## src/rtl/axi_wb_write_master.sv

```systemverilog
// Write-back AXI master: one request -> one AXI4 INCR write burst fed from the async FIFO, done pulse after B.
// Latency len+4 cycles minimum; W valid/ready pass straight through to the FIFO. `AXI_WB_BRESP_CHECK_EN adds bresp error reporting.
module axi_wb_write_master #(
   parameter int ADDR_WIDTH          = 32,
   parameter int WRITE_CHANNEL_WIDTH = 32,
   parameter int WRITE_BURST_LEN     = 8
) (
   input  logic                             sys_clk,
   input  logic                             sys_rst,
   input  logic                             dma_write_back_happen,
   input  logic [ADDR_WIDTH-1:0]            dma_write_back_addr,
   input  logic [WRITE_BURST_LEN-1:0]       dma_write_back_burst_len,
   output logic                             dma_write_back_done,
   output logic                             dma_write_back_err,
   input  logic [WRITE_CHANNEL_WIDTH-1:0]   wb_data,
   input  logic                             wb_data_valid,
   output logic                             wb_data_ready,
   output logic [ADDR_WIDTH-1:0]            m_awaddr,
   output logic [7:0]                       m_awlen,
   output logic [2:0]                       m_awsize,
   output logic [1:0]                       m_awburst,
   output logic                             m_awvalid,
   input  logic                             m_awready,
   output logic [WRITE_CHANNEL_WIDTH-1:0]   m_wdata,
   output logic [WRITE_CHANNEL_WIDTH/8-1:0] m_wstrb,
   output logic                             m_wlast,
   output logic                             m_wvalid,
   input  logic                             m_wready,
   input  logic [1:0]                       m_bresp,
   input  logic                             m_bvalid,
   output logic                             m_bready
);

   localparam int         STRB_WIDTH = WRITE_CHANNEL_WIDTH / 8;
   localparam logic [2:0] AW_SIZE    = 3'($clog2(STRB_WIDTH));

   typedef enum logic [2:0] {S_IDLE, S_AW, S_W, S_B, S_DONE} state_e;

   state_e                     state_q, state_d;
   logic [ADDR_WIDTH-1:0]      addr_q, addr_d;
   logic [WRITE_BURST_LEN-1:0] len_q, len_d;
   logic [WRITE_BURST_LEN-1:0] beat_q, beat_d;
   logic                       w_hs;
   logic                       last_beat;
   logic [7:0]                 awlen8;

   assign w_hs      = (state_q == S_W) && wb_data_valid && m_wready;
   assign last_beat = (beat_q == len_q);

   // AXI4 awlen is 8 bits regardless of the request field width.
   generate
      if (WRITE_BURST_LEN >= 8) begin : g_len_trunc
         assign awlen8 = len_q[7:0];
      end else begin : g_len_ext
         assign awlen8 = {{(8 - WRITE_BURST_LEN){1'b0}}, len_q};
      end
   endgenerate

   always_ff @(posedge sys_clk) begin
      if (sys_rst) begin
         state_q <= S_IDLE;
      end else begin
         state_q <= state_d;
      end
   end

   always_comb begin
      state_d = state_q;
      unique case (state_q)
         S_IDLE:  if (dma_write_back_happen) state_d = S_AW;
         S_AW:    if (m_awready) state_d = S_W;
         S_W:     if (w_hs && last_beat) state_d = S_B;
         S_B:     if (m_bvalid) state_d = S_DONE;
         S_DONE:  state_d = S_IDLE;
         default: state_d = S_IDLE;
      endcase
   end

   // Counter holds at len on the final beat, so it never wraps.
   always_comb begin
      addr_d = addr_q;
      len_d  = len_q;
      beat_d = beat_q;
      if (state_q == S_IDLE && dma_write_back_happen) begin
         addr_d = dma_write_back_addr;
         len_d  = dma_write_back_burst_len;
         beat_d = '0;
      end else if (w_hs && !last_beat) begin
         beat_d = beat_q + WRITE_BURST_LEN'(1);
      end
   end

   always_ff @(posedge sys_clk) begin
      if (sys_rst) begin
         addr_q <= '0;
         len_q  <= '0;
         beat_q <= '0;
      end else begin
         addr_q <= addr_d;
         len_q  <= len_d;
         beat_q <= beat_d;
      end
   end

`ifdef AXI_WB_BRESP_CHECK_EN
   logic [1:0] bresp_q, bresp_d;

   always_comb begin
      bresp_d = bresp_q;
      if (state_q == S_B && m_bvalid) bresp_d = m_bresp;
   end

   always_ff @(posedge sys_clk) begin
      if (sys_rst) begin
         bresp_q <= 2'b00;
      end else begin
         bresp_q <= bresp_d;
      end
   end

   // SLVERR and DECERR both have bit 1 set.
   assign dma_write_back_err = (state_q == S_DONE) && bresp_q[1];
`else
   logic unused_bresp;
   assign unused_bresp       = ^m_bresp;
   assign dma_write_back_err = 1'b0;
`endif

   always_comb begin
      m_awvalid           = 1'b0;
      m_awaddr            = '0;
      m_awlen             = '0;
      m_awsize            = '0;
      m_awburst           = '0;
      m_wvalid            = 1'b0;
      m_wdata             = '0;
      m_wstrb             = '0;
      m_wlast             = 1'b0;
      wb_data_ready       = 1'b0;
      m_bready            = 1'b0;
      dma_write_back_done = 1'b0;
      unique case (state_q)
         S_AW: begin
            m_awvalid = 1'b1;
            m_awaddr  = addr_q;
            m_awlen   = awlen8;
            m_awsize  = AW_SIZE;
            m_awburst = 2'b01;
         end
         S_W: begin
            m_wvalid      = wb_data_valid;
            wb_data_ready = m_wready;
            m_wdata       = wb_data;
            m_wstrb       = '1;
            m_wlast       = last_beat;
         end
         S_B:     m_bready = 1'b1;
         S_DONE:  dma_write_back_done = 1'b1;
         default: ;
      endcase
   end

endmodule

```

## config.mk

```make
export PLATFORM = sky130hd
export DESIGN_NAME = axi_wb_write_master
export DESIGN_NICKNAME = d
export VERILOG_FILES = /design/src/rtl/axi_wb_write_master.sv
export SDC_FILE = /design/constraint.sdc
export NUM_CORES = 1
export LEC_CHECK = 0
export ABC_AREA = 1
export BUFFER_PORTS_ARGS = -buffer_cell sky130_fd_sc_hd__buf_2
export CAP_MARGIN = 25
export CORE_UTILIZATION = 44
export DETAILED_ROUTE_END_ITERATION = 6
export MAX_ROUTING_LAYER = met4
export PLACE_DENSITY = 0.95
export SLEW_MARGIN = 20
export SYNTH_ARGS = -nofsm -noshare
export SYNTH_HDL_FRONTEND = slang
export SYNTH_SLANG_ARGS = --single-unit
export TNS_END_PERCENT = 20
```

## constraint.sdc

```tcl
create_clock -name sys_clk -period 3.2 [get_ports sys_clk]
set_input_delay 0.48 -clock sys_clk [delete_from_list [all_inputs] [get_ports sys_clk]]
set_output_delay 0.48 -clock sys_clk [all_outputs]
set_load 0.01 [all_outputs]
```

==> flow_metrics.py <==
metrics = {
    "run_status": {
        "status": "complete, no violations",
    },
    "logic_synthesis": {
        "ys_seq_area_frac": 0.386,
        "ys_warn_count": 0,
        "ys_ff_latch": 51,
        "ys_types": 27,
        "syn_area_per_cell_um2": 6.49,
        "syn_inst": 408,
        "synth.area.top_cells": "dfxtp_1 (39%), inv_1 (12%), nor2_1 (12%), a21oi_1 (9.1%), o21ai_0 (7.6%)",
        "synth_area_leader_cell": "dfxtp_1",
        "synth_top_area_share": 0.386,
        "syn_area_mm2": 0.00265,
    },
    "timing": {
        "max_freq_ghz": 0.405,
        "setup_viol": 0,
        "rsz0062_at_grt": "false",
        "relSlewSlack": 0.436,
        "tns_ns": 0,
        "report.final.hold_viol_count": 0,
        "period_needed_ns": 2.47,
        "finalCritPeriodShare": 0.771,
        "fin_skew_ns": 0.00511,
        "worst_slew_pin_slew_ns": 0.846,
        "slew_violations": 0,
    },
    "worst_setup_path": {
        "crit_chain": "nand3_2 > nor2_1 > buf_2",
        "r2r-end": "state_q[0]",
        "crit_family": "simple AND/OR/NAND/NOR gates",
        "endpoint_kind": "output pin",
        "cp.depth": 3,
        "worst_ep_required_time_ns": 2.72,
        "worst-r2r-setup-slack_ns": 1.11,
        "crit_path_max_incr_delay_ns": 0.69,
        "cp-start-kind": "register",
        "critPathKind": "reg2out",
        "cp.arrival_ns": 1.99,
        "startpoint": "state_q[0]",
        "worstReg2RegStart": "state_q[0]",
        "crit_path_top_delay_cell": "nand3_2",
        "critPathMaxFanout": 43,
        "cp-endpoint": "m_awaddr[29]",
        "cp_num_buf_inv": 1,
        "r2r_cells": 5,
    },
    "cts": {
        "clockRootBuffer": "clkbuf_8",
        "cts.sinks": 51,
        "numCtsBuffers": 5,
        "cts_setup_buffers": 0,
        "clk_latency_ns": 0.30,
        "cts_htree_levels": 2,
        "cts_resized": 0,
        "clockBufferDepth": 2,
        "cts_hold_repair.buffers": 0,
        "clk_pin_slew_ns": 0.09,
        "cts_tree": "done",
    },
    "power_and_ir_drop": {
        "pwr-share-clk": 0.200,
        "p_sw_frac": 0.400,
        "leakagePower_uw": 0.00201,
        "combPwrFrac": 0.428,
        "ir_drop_v": 0.000435,
        "switching_power_uw": 931,
        "intPower_uw": 1400,
        "p_seq_frac": 0.372,
        "power.density_mw_per_mm2": 658,
    },
    "floorplan": {
        "core_area_mm2": 0.00564,
        "die_y_um": 79.6,
        "dieArea_mm2": 0.00633,
        "initial_core_util": 0.469,
        "rows": 27,
        "die_w_um": 79.6,
        "num_io_pins": 169,
    },
    "cells_and_area": {
        "instances_no_fill": 625,
        "area_growth_pct": 33.7,
        "drive_above_1_share": 0.329,
        "final_common_cell": "buf_2",
        "final_cell_mix": "buf_2 (162), inv_1 (85), nor2_1 (83)",
        "diodes": 0,
        "nFillCells": 499,
        "nNetsFinal": 634,
    },
    "placed_design": {
        "dp_cells": 617,
        "dp_hpwl_mm": 5.36,
        "io_buffers": 162,
        "routabilityCongestion": 0.861,
    },
    "drt": {
        "wl_mm": 6.93,
        "via_per_inst": 4.74,
        "drtIter0Drc": 92,
        "first_pass_iters": 4,
        "drc_errors": 0,
        "ant_nets": 0,
        "vias": 2960,
        "routedWlPerCell_um": 11.1,
    },
    "flow_run": {
        "cap_violations": 0,
    },
    "global_route": {
        "grt_overflow": 0,
        "grt.total_usage": 0.215,
        "antenna_found_initial": 0,
        "grt_pass1_wl_mm": 10.5,
        "grt_max_degree": 46,
        "grt_pass1_vias": 2572,
    },
    "hold_path": {
        "hp-class": "in2reg",
    },
}
## layer usage
metal | wire length [µm] | track usage | up-vias
met3 | 478 | 0.0377 | 23
met2 | 3510 | 0.421 | 136
li1 | - | - | 1503
met5 | 0 | - | -
met1 | 2700 | 0.201 | 1298
met4 | 230 | 0.0945 | 0
## logic make-up (layout without fill, tap and decap cells)
kind of cell,after synthesis,count (layout),synth area share
flip-flops,51,51,0.386
other,1,4,0.00142
AO/OA/AOI/OAI,90,90,0.172
XOR/XNOR,11,11,0.0364
buffers and inverters,117,259,0.181
adder cells (fa/ha/maj),1,1,0.00473
AND/OR/NAND/NOR,137,137,0.218
## worst min path at each step
stage | from | end | slack, ns | cells past startpoint
detailed placement | addr_q[26] | addr_q[26] | 0.45 | 2
CTS | sys_rst | state_q[2] | 0.39 | 2
floorplan | addr_q[1] | addr_q[1] | 0.43 | 2
finish | sys_rst | state_q[2] | 0.39 | 2
global placement | addr_q[17] | addr_q[17] | 0.44 | 2
global route | sys_rst | state_q[2] | 0.39 | 2
## sequential cells by signal, summed over array words and instances, names as in the netlist
register / flops
addr_q: 32
awlen8: 8
beat_q: 8
state_q: 3
## per-stage QoR
step	power [µW]	hold slack (ns)	instance area, µm²	util	setup WS, ns
global route	2510	0.393	3540	0.627	0.578
floorplan	1590	0.429	2660	-	1.57
CTS	2340	0.392	3540	0.627	0.766
global placement	1840	0.438	3420	0.606	1.16
finish	2330	0.393	3540	0.627	0.733
detailed placement	1880	0.446	3420	0.606	1.12
## area by class of cell
type,instances,area [µm²],area share
clock inverters,2,35.0,0.00990
inverters,87,327,0.0923
well taps,72,90.1,0.0255
repair buffers,164,826,0.233
clock buffers,6,82.6,0.0233
flip-flops and latches,51,1020,0.289
multi-input cells,243,1160,0.327
## power by group through the flow
stage / logic [µW] / clock network [µW] / registers, µW
final: 996 / 465 / 867
after global routing: 1130 / 498 / 884
after CTS: 1000 / 470 / 869
after detailed placement: 999 / 0 / 882
after global placement: 965 / 0 / 875
after floorplan: 723 / 0 / 865
## synth_stat cells
| cell | instances |
|---|---|
| inv_2 | 2 |
| nor2_1 | 83 |
| a21oi_1 | 48 |
| a21oi_2 | 1 |
| nand2_1 | 36 |
| inv_1 | 85 |
| clkbuf_1 | 15 |
| nor3_1 | 2 |
| nand3b_1 | 1 |
| o22ai_1 | 1 |
| o21ai_0 | 40 |
| or2_1 | 1 |
| dfxtp_1 | 51 |
| xnor2_1 | 7 |
| buf_4 | 9 |
| nor2_4 | 1 |
| buf_1 | 1 |
| nand4_1 | 1 |
| xor2_1 | 4 |
| buf_2 | 5 |
| nor3_4 | 1 |
| nand2_4 | 1 |
| nand3_2 | 2 |
| nand2_2 | 2 |
| conb_1 | 1 |
| ha_1 | 1 |
| nand3_1 | 6 |
Note: power is estimated with default switching activity, not from simulation.
